File: src/rtl/duc_drive_ctl_if.sv
// Setpoint bus into the drive sequencer and the
// baseband drive / LO quadrant bundle out to the DUC.
interface duc_drive_ctl_if #(
    parameter int DW = 17,
    parameter int SW = 12
);
    logic                 set_stb;
    logic signed [DW-1:0] set_i;
    logic signed [DW-1:0] set_q;
    logic [SW-1:0]        step;
    logic signed [DW-1:0] drive_i;
    logic signed [DW-1:0] drive_q;
    logic [1:0]           div_state;

    modport master (
        output set_stb,
        output set_i,
        output set_q,
        output step,
        input  drive_i,
        input  drive_q,
        input  div_state
    );

    modport slave (
        input  set_stb,
        input  set_i,
        input  set_q,
        input  step,
        output drive_i,
        output drive_q,
        output div_state
    );
endinterface

File: src/rtl/duc_drive_ctl.sv
// DUC drive sequencer: slew-limited I/Q setpoints,
// RF on/off ramps, interlock trip and f/4 LO counter.
module duc_drive_ctl #(
    parameter int DW = 17,
    parameter int SW = 12
) (
    input  logic           adc_clk,
    input  logic           rst_n,
    input  logic           enable,
    input  logic           trip,
    input  logic           trip_clear,
    input  logic           div_sync,
    duc_drive_ctl_if.slave bus,
    output logic [2:0]     state,
    output logic           at_target,
    output logic           tripped
);

    typedef enum logic [2:0] {
        S_IDLE  = 3'd0,
        S_RAMP  = 3'd1,
        S_ON    = 3'd2,
        S_DOWN  = 3'd3,
        S_FAULT = 3'd4
    } state_t;

    state_t               st;
    state_t               st_n;
    logic signed [DW-1:0] tgt_i;
    logic signed [DW-1:0] tgt_q;
    logic signed [DW-1:0] tgt_i_n;
    logic signed [DW-1:0] tgt_q_n;
    logic signed [DW-1:0] act_i;
    logic signed [DW-1:0] act_q;
    logic signed [DW-1:0] act_i_n;
    logic signed [DW-1:0] act_q_n;
    logic signed [DW-1:0] sl_i;
    logic signed [DW-1:0] sl_q;
    logic signed [DW-1:0] di_n;
    logic signed [DW-1:0] dq_n;
    logic                 trp_n;
    logic                 at_n;
    logic                 moving;

    // The result always lies between cur and tgt, so the
    // DW-bit add/subtract below cannot wrap.
    function automatic logic signed [DW-1:0] slew(
        input logic signed [DW-1:0] cur,
        input logic signed [DW-1:0] tgt,
        input logic [SW-1:0]        stp
    );
        logic signed [DW:0] d;
        logic [DW:0]        mag;
        d   = {tgt[DW-1], tgt} - {cur[DW-1], cur};
        mag = d[DW] ? -d : d;
        if (mag <= (DW+1)'(stp))
            return tgt;
        else if (d[DW])
            return cur - DW'(stp);
        else
            return cur + DW'(stp);
    endfunction

    assign state  = st;
    assign moving = (bus.step != '0);

    always_comb begin
        tgt_i_n = bus.set_stb ? bus.set_i : tgt_i;
        tgt_q_n = bus.set_stb ? bus.set_q : tgt_q;
        act_i   = '0;
        act_q   = '0;
        if (st == S_RAMP || st == S_ON) begin
            act_i = tgt_i;
            act_q = tgt_q;
        end
        sl_i  = slew(bus.drive_i, act_i, bus.step);
        sl_q  = slew(bus.drive_q, act_q, bus.step);
        st_n  = st;
        di_n  = bus.drive_i;
        dq_n  = bus.drive_q;
        trp_n = tripped;
        if (trip) begin
            st_n  = S_FAULT;
            di_n  = '0;
            dq_n  = '0;
            trp_n = 1'b1;
        end else begin
            unique case (st)
                S_IDLE: begin
                    di_n = '0;
                    dq_n = '0;
                    if (enable)
                        st_n = S_RAMP;
                end
                S_RAMP: begin
                    di_n = sl_i;
                    dq_n = sl_q;
                    if (moving) begin
                        if (!enable)
                            st_n = S_DOWN;
                        else if (sl_i == tgt_i &&
                                 sl_q == tgt_q)
                            st_n = S_ON;
                    end
                end
                S_ON: begin
                    di_n = sl_i;
                    dq_n = sl_q;
                    if (moving && !enable)
                        st_n = S_DOWN;
                end
                S_DOWN: begin
                    di_n = sl_i;
                    dq_n = sl_q;
                    if (moving) begin
                        if (enable)
                            st_n = S_RAMP;
                        else if (sl_i == '0 &&
                                 sl_q == '0)
                            st_n = S_IDLE;
                    end
                end
                S_FAULT: begin
                    di_n = '0;
                    dq_n = '0;
                    if (trip_clear && !enable) begin
                        st_n  = S_IDLE;
                        trp_n = 1'b0;
                    end
                end
                default: begin
                    st_n = S_IDLE;
                    di_n = '0;
                    dq_n = '0;
                end
            endcase
        end
        act_i_n = '0;
        act_q_n = '0;
        if (st_n == S_RAMP || st_n == S_ON) begin
            act_i_n = tgt_i_n;
            act_q_n = tgt_q_n;
        end
        at_n = (st_n != S_FAULT) &&
               (di_n == act_i_n) &&
               (dq_n == act_q_n);
    end

    always_ff @(posedge adc_clk or negedge rst_n) begin
        if (!rst_n) begin
            st            <= S_IDLE;
            tgt_i         <= '0;
            tgt_q         <= '0;
            bus.drive_i   <= '0;
            bus.drive_q   <= '0;
            bus.div_state <= 2'd0;
            at_target     <= 1'b1;
            tripped       <= 1'b0;
        end else begin
            st            <= st_n;
            tgt_i         <= tgt_i_n;
            tgt_q         <= tgt_q_n;
            bus.drive_i   <= di_n;
            bus.drive_q   <= dq_n;
            bus.div_state <= div_sync ? 2'd0
                           : bus.div_state + 2'd1;
            at_target     <= at_n;
            tripped       <= trp_n;
        end
    end

endmodule

File: src/flat_wrapper.sv
// flat-port wrapper written by rule: the top's interface ports become plain ports
module duc_drive_ctl_flat 
#(
    parameter int DW = 17,
    parameter int SW = 12
)
  (adc_clk, rst_n, enable, trip, trip_clear, div_sync, state, at_target, tripped, bus_set_stb, bus_set_i, bus_set_q, bus_step, bus_drive_i, bus_drive_q, bus_div_state);
  duc_drive_ctl_if #(.DW(DW), .SW(SW)) bus_i ();
  input  logic adc_clk;
  input  logic rst_n;
  input  logic enable;
  input  logic trip;
  input  logic trip_clear;
  input  logic div_sync;
  output logic [2:0] state;
  output logic at_target;
  output logic tripped;
  input wire logic [$bits(bus_i.set_stb)-1:0] bus_set_stb;
  input wire logic [$bits(bus_i.set_i)-1:0] bus_set_i;
  input wire logic [$bits(bus_i.set_q)-1:0] bus_set_q;
  input wire logic [$bits(bus_i.step)-1:0] bus_step;
  output wire logic [$bits(bus_i.drive_i)-1:0] bus_drive_i;
  output wire logic [$bits(bus_i.drive_q)-1:0] bus_drive_q;
  output wire logic [$bits(bus_i.div_state)-1:0] bus_div_state;
  assign bus_i.set_stb = bus_set_stb;
  assign bus_i.set_i = bus_set_i;
  assign bus_i.set_q = bus_set_q;
  assign bus_i.step = bus_step;
  assign bus_drive_i = bus_i.drive_i;
  assign bus_drive_q = bus_i.drive_q;
  assign bus_div_state = bus_i.div_state;
  duc_drive_ctl #(.DW(DW), .SW(SW)) u_core (.adc_clk(adc_clk), .rst_n(rst_n), .enable(enable), .trip(trip), .trip_clear(trip_clear), .div_sync(div_sync), .bus(bus_i), .state(state), .at_target(at_target), .tripped(tripped));
endmodule
File: config.mk
export PLATFORM = sky130hd
export DESIGN_NAME = duc_drive_ctl_flat
export DESIGN_NICKNAME = d
export VERILOG_FILES = /design/src/rtl/duc_drive_ctl_if.sv /design/src/rtl/duc_drive_ctl.sv /design/src/flat_wrapper.sv
export SDC_FILE = /design/constraint.sdc
export NUM_CORES = 1
export LEC_CHECK = 0
export ABC_AREA = 1
export BUFFER_PORTS_ARGS = -buffer_cell sky130_fd_sc_hd__buf_2
export CORE_AREA = 2 2 158 160
export CTS_CLUSTER_SIZE = 40
export DETAILED_ROUTE_END_ITERATION = 6
export DIE_AREA = 0 0 160 162
export GPL_ROUTABILITY_DRIVEN = 0
export GPL_TIMING_DRIVEN = 0
export PLACE_DENSITY_LB_ADDON = 0.05
export SKIP_LAST_GASP = 1
export SLEW_MARGIN = 20
export SYNTH_ARGS = -nofsm -noshare
export SYNTH_HDL_FRONTEND = slang
export SYNTH_SLANG_ARGS = --single-unit
File: constraint.sdc
create_clock -name adc_clk -period 18.5 [get_ports adc_clk]
set_clock_uncertainty 0.1 [all_clocks]
set_input_delay 4.625 -clock adc_clk [delete_from_list [all_inputs] [get_ports adc_clk]]
set_output_delay 4.625 -clock adc_clk [all_outputs]
set_load 0.01 [all_outputs]
; ---- After elaboration in Yosys (flattened, before gate mapping)
; Index checks and enable logic that the tools add are counted.
[word_totals]
ff_bits = 75
latch_bits = 0
ramBits = 0
rom_bits = 0
out_inout_bits = 41
wordCells = 78
mem_count = 0
[classes]
add_sub_neg = 9
mul = 0
div_mod_pow = 0
magnitude_cmp = 2
n_eq_ne = 11
n_shift = 0
muxes = 31
n_bitwise = 0
reduce_logical = 17
[op_table]
columns = cell, n
row1 = $mux W17, 14
row2 = $eq A17 B17 Y1, 4
row3 = $le A18 B12 Y1, 2
row4 = $mux W18, 2
row5 = $neg A18 Y18, 2
row6 = $sub A17 B17 Y18, 2
row7 = $add A17 B12 Y17, 2
row8 = $logic_not A17 Y1, 2
row9 = $sub A17 B12 Y17, 2
row10 = $mux W3, 10
row11 = $pmux W3 S5, 1
row12 = $reduce_bool A12 Y1, 1
row13 = $eq A3 B2 Y1 const B, 3
row14 = $eq A3 B1 Y1 const B, 2
row15 = $logic_and A1 B1 Y1, 6
row16 = $reduce_bool A2 Y1, 2
row17 = $eq A3 B3 Y1 const B, 1
row18 = $logic_not A3 Y1, 1
row19 = $mux W1, 3
row20 = $ne A3 B3 Y1 const B, 1
row21 = $reduce_or A3 Y1, 1
row22 = $add A2 B1 Y2 const B, 1
row23 = $logic_or A1 B1 Y1, 2
row24 = $mux W2, 1
row25 = 2 further kinds, 2

; ---- Logic depth before layout (Yosys ltp)
; Gate-level depths: netlist (run 1).
[depth]
ltp_word = 21
ltp_mapped = 63
mapped_depth_nobuf = 60

; ---- Worst setup path after synthesis (run 1)
; Ideal clock, no wire load.
[synth_path]
path_type = input to register
from = input bus_step[1]
to = register u_core.at_target
setup_ps = 67
arrival_time_ps = 8956
path_slack_ps = 9377
path_stages = 45
n_path_buf = 2
path_cell_list = inv_1 > ha_1 > nand2_1 > nor2_1 > nand3_1 > xor2_1 > nand2_1 > o21ai_0 > ha_1 > nand2_1 > nor2_1 > nand2_1 > o211ai_1 > a21oi_1 > o21ai_0 > a21boi_0 > o21ai_0 > nand2_1 > [9 not listed] > nand2_1 > nor2_2 > nand2_1 > nand2_1 > nand2_2 > a21oi_4 > inv_2 > nand2_4 > buf_8 > buf_8 > nand3_1 > nand2_1 > nand2_1 > nor2_1 > nand2_1 > nor2_1 > nand3_1 > nor2_1
[synth_via]
elab_chain_len = 16
elab_cells_between_ends = 41
classes_between = add/sub: 4 / order compare: 2 / eq/ne: 7 / mux: 19 / reduce/logical: 9
[synth_lines]
columns = element, line_no
row1 = from (decl), flat_wrapper.sv:21  ; input wire logic [$bits(bus_i.step)-1:0] bus_step;
row2 = $add A17 B12 Y17 or $sub A17 B12 Y17 (tied branches), "duc_drive_ctl.sv:61, duc_drive_ctl.sv:59"
row3 = $mux W17, duc_drive_ctl.sv:58  ; else if (d[DW])
row4 = $mux W17, duc_drive_ctl.sv:56  ; if (mag <= (DW+1)'(stp))
row5 = $eq A17 B17 Y1 (tied with other cells), duc_drive_ctl.sv:101  ; else if (sl_i == tgt_i &&
row6 = "$logic_and A1 B1 Y1, on equally long branches", "duc_drive_ctl.sv:101, duc_drive_ctl.sv:118"
row7 = "$mux W3, on equally long branches", "duc_drive_ctl.sv:101, duc_drive_ctl.sv:118"
row8 = "$mux W3, on equally long branches", "duc_drive_ctl.sv:99, duc_drive_ctl.sv:116"
row9 = "$mux W3, on equally long branches", "duc_drive_ctl.sv:98, duc_drive_ctl.sv:115"
row10 = [2 not listed], -
row11 = via u_core.st_n[1], duc_drive_ctl.sv:28  ; state_t st_n;
row12 = $eq A3 B1 Y1 or $eq A3 B2 Y1 (tied branches), duc_drive_ctl.sv:140  ; if (st_n == S_RAMP || st_n == S_ON) begin
row13 = $logic_or A1 B1 Y1, duc_drive_ctl.sv:140
row14 = $mux W17, duc_drive_ctl.sv:140
row15 = $eq A17 B17 Y1, duc_drive_ctl.sv:145  ; (di_n == act_i_n) &&
row16 = $logic_and A1 B1 Y1, duc_drive_ctl.sv:144  ; at_n = (st_n != S_FAULT) &&
row17 = $logic_and A1 B1 Y1 *, duc_drive_ctl.sv:145
row18 = via u_core.at_n, duc_drive_ctl.sv:42  ; logic at_n;
row19 = to (signal assigned), duc_drive_ctl.sv:167  ; at_target <= at_n;
row20 = to (decl), duc_drive_ctl.sv:15  ; output logic at_target,
; The timed path passes the listed nets; every way through them passes the cells marked *.
; A chain may end at the register's enable or synchronous reset.

; ---- Worst setup path after layout (run 1)
[layout_path]
from = input bus_step[4]
to = register u_core.at_target
; The elaborated chain is that of the path after synthesis.

==> flow_summary.yaml, run 1 <==
synthesis:
  syn_avg_cell_area_um2: 5.93
  ys_ff_latch: 75
  synth-seq-area-share_pct: 17.4
  synth_enable_flop_cells: 0
  synth_nets: 1969
  synthArstFlopShare_pct: 100
  ys.warnings.count: 0
  synth_cells: 1822
  synthesis.area_mm2: 0.0108
  synth-main-ff-cell: "dfrtp_1"
  ys_types: 48
setup_path:
  worstSetupEndpoint: "u_core.at_target$_DFF_PN1_"
  r2r-start: "u_core.state[2]$_DFF_PN0_"
  crit_path_top_delay_cell: "nor4_1"
  critical_path_depth: 40
  crit_start: "bus_step[4]"
  critPathArrivalTime_ps: 10720
  crit_path_end_kind: "flop"
  crit_type: "in2reg"
  rr_worst_depth: 54
  r2r_slack_ps: 9440
  critPathMaxStageDelay_ps: 650
  r2r-end: "u_core.at_target$_DFF_PN1_"
  critPathMaxFanout: 10
  worst_setup_path_start_kind: "primary input"
  critPathMostFrequentCell: "nand2_1"
  crit_buf_inv: 5
  cpLargestDelayFamily: "simple AND/OR/NAND/NOR gates"
  required_ps: 18680
cts:
  cts_setup_buffers: 0
  cts_buffer_depth: 2
  cts_tree: "done"
  cts_hold_buf: 0
  clockRootBuffer: "clkbuf_16"
  htree_levels: 3
  cts_buffers: 9
  clkSinkCount: 75
  clkLatencyLatePin_ps: 340
  clkSlewWorstSetupHoldPaths_ps: 60
  cts_repair_resize_count: 0
floorplan:
  start_util_pct: 44.8
  dieArea_mm2: 0.0259
  die_y_um: 162
  num_rows: 57
  die_w_um: 160
  pin_count: 94
  coreArea_mm2: 0.0241
power_and_ir_drop:
  p_switching_w: 0.000527
  power_density_mw_per_mm2: 84.8
  leakage_nw: 6.94
  clockPowerShare_pct: 17.6
  combPwrFrac_pct: 64.7
  p_sw_share_pct: 51.8
  seqPwrFrac_pct: 17.7
  ir_worst_vdd_v: 0.0000440
  power.internal_w: 0.000491
detailed_routing:
  firstDrtPassIters: 6
  drc: 0
  wl_per_cell_um: 16.9
  viasPerCell: 5.34
  vias: 12000
  ant_nets: 0
  wl_um: 38200
  drt_iter0_markers: 1190
sta:
  finalHoldViolations: 0
  max_freq_ghz: 0.0949
  setup_ws_ps: 7960
  slew_headroom_pct: 44.2
  drv_slew: 0
  tns_ps: 0
  period_share_pct: 57.0
  rsz0062_at_grt: "false"
  tightest_slew_ps: 831
  finalSetupViolCount: 0
  fin_crit_ps: 10540
layout:
  area_growth_pct: 11.0
  multiInputGateArea_mm2: 0.00759
  fillers: 2643
  seqCellArea_mm2: 0.00188
  drive_above_1_share_pct: 10.2
  nNetsFinal: 2073
  fin_util_pct: 49.8
  diodes: 0
global_routing:
  track_usage_pct: 29.2
  grt_pass1_vias: 11100
  grt_pass1_wl_um: 59400
  grt_max_degree: 55
  grt_overflow_total: 0
  antenna_found_initial: 0
outcome:
  outcome: "finished clean"
worst_hold_path:
  hp-class: "reg2reg"
placement:
  dp_slack_ps: 7760
  io_buffers: 92
  dp_hpwl_um: 32400
run:
  drv_cap: 0
-- worst min path at each step --
stage,start,to,cells after the start,slack [ps]
floorplan,u_core.bus.div_state[0]$_DFF_PN0_,u_core.bus.div_state[0]$_DFF_PN0_,1,400
detailed placement,u_core.bus.div_state[0]$_DFF_PN0_,u_core.bus.div_state[0]$_DFF_PN0_,1,370
global route,u_core.bus.div_state[0]$_DFF_PN0_,u_core.bus.div_state[0]$_DFF_PN0_,1,400
global placement,u_core.bus.div_state[0]$_DFF_PN0_,u_core.bus.div_state[0]$_DFF_PN0_,1,350
CTS,u_core.bus.div_state[0]$_DFF_PN0_,u_core.bus.div_state[0]$_DFF_PN0_,1,370
finish,u_core.bus.div_state[0]$_DFF_PN0_,u_core.bus.div_state[0]$_DFF_PN0_,1,370
-- placed cells by master, fill, tap and decap left out, drive strengths merged, types with 4 or more instances in the layout --
cell type,netlist,final
a21boi,4,4
nor2,213,213
nor4,7,7
nand3b,14,14
xnor2,20,20
xor2,44,44
clkbuf,19,29
inv,278,278
buf,23,116
dfrtp,74,74
o21bai,6,6
nor3,8,8
o21ai,107,107
and2,23,23
a21o,5,5
ha,91,91
nand4,48,48
a21oi,77,77
nand3,199,199
nand2,543,543
-- logic make-up (layout without fill, tap and decap cells) --
group / Yosys count / after routing / share of synthesized area (%)
compound gates: 212 / 212 / 10.7
xor+xnor: 64 / 64 / 5.25
fa+ha+maj: 94 / 94 / 11.1
buf+inv: 321 / 430 / 12.4
flops: 75 / 75 / 17.4
simple gates: 1056 / 1056 / 43.2
-- cell type report --
| class | instances | share of cell area, % |
|---|---|---|
| repair buffers | 93 | 4.09 |
| inverters | 279 | 8.73 |
| well taps | 324 | 3.38 |
| plain buffers | 42 | 2.43 |
| multi-input cells | 1426 | 63.3 |
| clock buffers | 10 | 1.91 |
| flip-flops and latches | 75 | 15.6 |
| clock inverters | 6 | 0.553 |
-- per-layer routing --
layer,vias up,GRT usage (%),routed length [um],part of all wire [%]
met1,5299,41.0,17500,46
met5,-,0,0,0
met3,102,2.83,2930,7.7
met2,560,46.7,16200,43
met4,0,10.6,1530,4.0
li1,6070,-,-,-
-- power by group through the flow --
| stage | logic [W] | registers (W) | clock network [W] |
|---|---|---|---|
| 2_1_floorplan | 0.000475 | 0.000181 | 0 |
| 3_3_place_gp | 0.000638 | 0.000182 | 0 |
| 3_5_place_dp | 0.000642 | 0.000183 | 0 |
| 4_1_cts | 0.000646 | 0.000180 | 0.000180 |
| 5_1_grt | 0.000726 | 0.000181 | 0.000186 |
| 6_report | 0.000659 | 0.000180 | 0.000179 |
-- sequential cells by signal, summed over array words and instances (netlist names) --
name and count:
u_core.at_target 1, u_core.state 3, u_core.tgt_q 17, u_core.bus.drive_q 17
u_core.tgt_i 17, u_core.bus.drive_i 17, u_core.bus.div_state 2, u_core.tripped 1
-- cells in the mapped netlist, types with 12 or more instances --
library cell,count,share of area [%]
nand3_1,189,8.8
inv_1,266,9.2
a21oi_1,76,3.5
xnor2_1,19,1.5
ha_1,91,11
inv_2,12,0.42
buf_6,12,1.3
nand3b_1,13,0.90
clkbuf_1,19,0.66
xor2_1,44,3.6
and2_1,23,1.3
nand4_1,48,2.8
o21ai_0,104,4.8
nor2_1,201,7.0
nand2_1,516,18
nand2_2,21,1.2
dfrtp_1,74,17
-- per-stage QoR --
step | power (W) | cell area, um^2 | hold WS [ps] | cells
after global routing | 0.00109 | 12000 | 404 | 2255
after CTS | 0.00101 | 12000 | 372 | 2255
after global placement | 0.000820 | 11700 | 354 | 2238
after floorplan | 0.000656 | 10800 | 397 | 1822
after detailed placement | 0.000824 | 11700 | 365 | 2239
final | 0.00102 | 12000 | 365 | 2255
(Power assumes the default switching activity.)
==> run 2: changes to the inputs <==
--- a/config.mk
+++ b/config.mk
@@ -5,12 +5,12 @@
 export SDC_FILE = /design/constraint.sdc
 export NUM_CORES = 1
 export LEC_CHECK = 0
-export ABC_AREA = 1
+export ABC_AREA = 0
 export BUFFER_PORTS_ARGS = -buffer_cell sky130_fd_sc_hd__buf_2
-export CORE_AREA = 2 2 158 160
+export CORE_AREA = 2 2 159 161
 export CTS_CLUSTER_SIZE = 40
 export DETAILED_ROUTE_END_ITERATION = 6
-export DIE_AREA = 0 0 160 162
+export DIE_AREA = 0 0 161 163
 export GPL_ROUTABILITY_DRIVEN = 0
 export GPL_TIMING_DRIVEN = 0
 export PLACE_DENSITY_LB_ADDON = 0.05
==> constraint.sdc (replaced) <==
create_clock -name adc_clk -period 9.65 [get_ports adc_clk]
set_clock_uncertainty 0.1 [all_clocks]
set_input_delay 2.4125 -clock adc_clk [delete_from_list [all_inputs] [get_ports adc_clk]]
set_output_delay 2.4125 -clock adc_clk [all_outputs]
set_load 0.01 [all_outputs]
==> run 2 against run 1 <==
Compared with the run above: sequential power is 100% higher; clock-buffer cell count is the same; largest power group unchanged; die area increased by 1.2%; via count is 2.5% lower; total power grew 96%; worst setup slack lost 7700 ps; worst hold slack better by 2.3 ps; flip-flop and latch count unchanged; largest cell class unchanged; final cell count is 16% lower; highest routed layer unchanged; combinational power rose by 93%; area after synthesis increased by 1.2%.
==> flow_summary.yaml, run 2 <==
outcome:
  outcome: "finished clean"
cts:
  cts_buffer_depth: 2
  clkSlewWorstSetupHoldPaths_ps: 70
  cts_buffers: 9
  clkSinkCount: 75
  htree_levels: 3
  cts_tree: "done"
  clockRootBuffer: "clkbuf_16"
  clkLatencyLatePin_ps: 350
sta:
  tightest_slew_ps: 1080
  period_share_pct: 96.9
  drv_slew: 0
  rsz0062_at_grt: "false"
  slew_headroom_pct: 27.9
  finalHoldViolations: 0
  finalSetupViolCount: 0
  setup_ws_ps: 296
  max_freq_ghz: 0.107
  fin_crit_ps: 9350
synthesis:
  synth_top_area_share_pct: 16.9
  synth-main-ff-cell: "dfrtp_1"
  synthArstFlopShare_pct: 100
  synth_most_common_cell: "nor2_1"
  synth-seq-area-share_pct: 17.2
  yosys.area.top_type: "dfrtp_1"
  synthTopCellsByCount: "120 x nor2_1, 107 x inv_1, 102 x a21oi_1"
  ys_ff_latch: 75
  synth.area.top_cells: "dfrtp_1 17%, ha_1 10%, xnor2_1 5.8%"
  ys.warnings.count: 0
  synth_cells: 1449
  synthesis.area_mm2: 0.0109
  synth_enable_flop_cells: 0
  ys_types: 96
  syn_avg_cell_area_um2: 7.55
  synth_nets: 1596
setup_path:
  critPathArrivalTime_ps: 9540
  critPathMaxStageDelay_ps: 510
  critPathMostFrequentCell: "o21ai_0"
  required_ps: 9830
  crit_type: "reg2reg"
  crit_path_end_kind: "flop"
  worst_setup_path_start_kind: "flop"
  critPathMaxFanout: 10
  crit_path_top_delay_cell: "or4b_1"
power_and_ir_drop:
  leakage_nw: 5.77
  power_density_mw_per_mm2: 160
  ir_worst_vdd_v: 0.000116
  p_total_w: 0.00199
layout:
  nNetsFinal: 1703
  drive_above_1_share_pct: 14.5
  area_growth_pct: 13.5
  seqCellArea_mm2: 0.00188
  final_common_cell: "nor2_1"
  diodes: 0
  multiInputGateArea_mm2: 0.00855
  mostFrequentLayoutCells: "120 x nor2_1, 107 x inv_1, 102 x buf_2, 100 x nand2_1, 100 x a21oi_1"
  fillers: 2552
detailed_routing:
  drt_iter0_markers: 1154
  viasPerCell: 6.21
  drc: 0
  firstDrtPassIters: 6
  ant_nets: 0
  wl_um: 41100
  vias: 11700
  wl_per_cell_um: 21.7
floorplan:
  num_rows: 58
  die_w_um: 161
  coreArea_mm2: 0.0247
  start_util_pct: 44.3
  dieArea_mm2: 0.0262
  die_y_um: 163
  pin_count: 94
placement:
  dp_hpwl_um: 33700
  io_buffers: 92
  dp_slack_ps: -2050
global_routing:
  grt_max_degree: 53
  grt_pass1_wl_um: 62500
  grt_overflow_total: 0
  antenna_found_initial: 0
  grt_pass1_vias: 11000
  track_usage_pct: 30.9
worst_hold_path:
  hp-class: "reg2reg"
run:
  drv_cap: 0
==> run 2: report_power, final <==
part | internal, W | total [W] | switching, W
Sequential | 0.000333 | 0.000362 | 0.0000286
Clock | 0.000203 | 0.000356 | 0.000152
Combinational | 0.000484 | 0.00127 | 0.000791
==> run 2: final timing paths <==
path | from | endpoint | slack [ps] | cells past startpoint
max in group asynchronous | rst_n | u_core.at_target$_DFF_PN1_ | 6950 | 2
setup / recovery | u_core.state[2]$_DFF_PN0_ | u_core.at_target$_DFF_PN1_ | 300 | 34
hold / removal | u_core.bus.div_state[0]$_DFF_PN0_ | u_core.bus.div_state[0]$_DFF_PN0_ | 370 | 1
min in group asynchronous | rst_n | u_core.bus.drive_i[13]$_DFF_PN0_ | 1870 | 1
setup reg to reg | u_core.state[2]$_DFF_PN0_ | u_core.at_target$_DFF_PN1_ | 300 | 34
hold reg to reg | u_core.bus.div_state[0]$_DFF_PN0_ | u_core.bus.div_state[0]$_DFF_PN0_ | 370 | 1
==> run 2: cell families (layout without fill, tap and decap cells) <==
group | Yosys count | after routing | share of synthesized area, %
AO/OA/AOI/OAI | 431 | 431 | 27.2
XOR/XNOR | 100 | 100 | 8.27
adder cells (fa/ha/maj) | 94 | 94 | 11.0
buffers and inverters | 174 | 286 | 6.29
flip-flops | 75 | 75 | 17.2
multiplexers | 51 | 51 | 4.86
AND/OR/NAND/NOR | 524 | 524 | 25.2
==> run 2: final cells by class <==
class,instances,share of cell area (%)
plain buffers,59,2.43
clock buffers,10,1.84
clock inverters,6,0.585
inverters,107,3.24
multi-input cells,1200,68.8
flip-flops and latches,75,15.1
well taps,330,3.33
repair buffers,104,4.60
==> run 2: timing repair <==
action                                  4_1_cts  5_1_grt
buffers inserted                              1        9
hold buffers                                  0        0
endpoints found under the setup margin        9        1
gates cloned                                  0        0
pin swaps                                     2       10
gates resized for setup                      46       34
==> run 2: metal layers <==
layer  global-route usage (%)  up-vias  part of all wire [%]
li1                         -     5588                     -
met1                     44.2     5560                    47
met2                     48.7      508                    43
met3                     3.34       80                   7.1
met4                     9.90        0                   3.1
met5                        0        -                     0
==> run 2: worst max-delay path, delay by kind of cell, from the launching register on <==
kind	cells	cell delay, ps
flops	1	450
compound gates	13	3400
xor+xnor	1	160
simple gates	11	3010
mux	1	180
buf+inv	6	1450
fa+ha+maj	2	530
==> run 2: per-stage QoR <==
| step | cells | area [um^2] | utilization (%) | TNS, ps | hold slack, ps |
|---|---|---|---|---|---|
| floorplan | 1449 | 10900 | - | 0 | 397 |
| CTS | 1888 | 12300 | 49.7 | 0 | 375 |
| global placement | 1871 | 11800 | 47.9 | -2960 | 356 |
| finish | 1891 | 12400 | 50.3 | 0 | 367 |
| global route | 1891 | 12400 | 50.3 | 0 | 395 |
| detailed placement | 1873 | 11800 | 48.0 | -3210 | 364 |
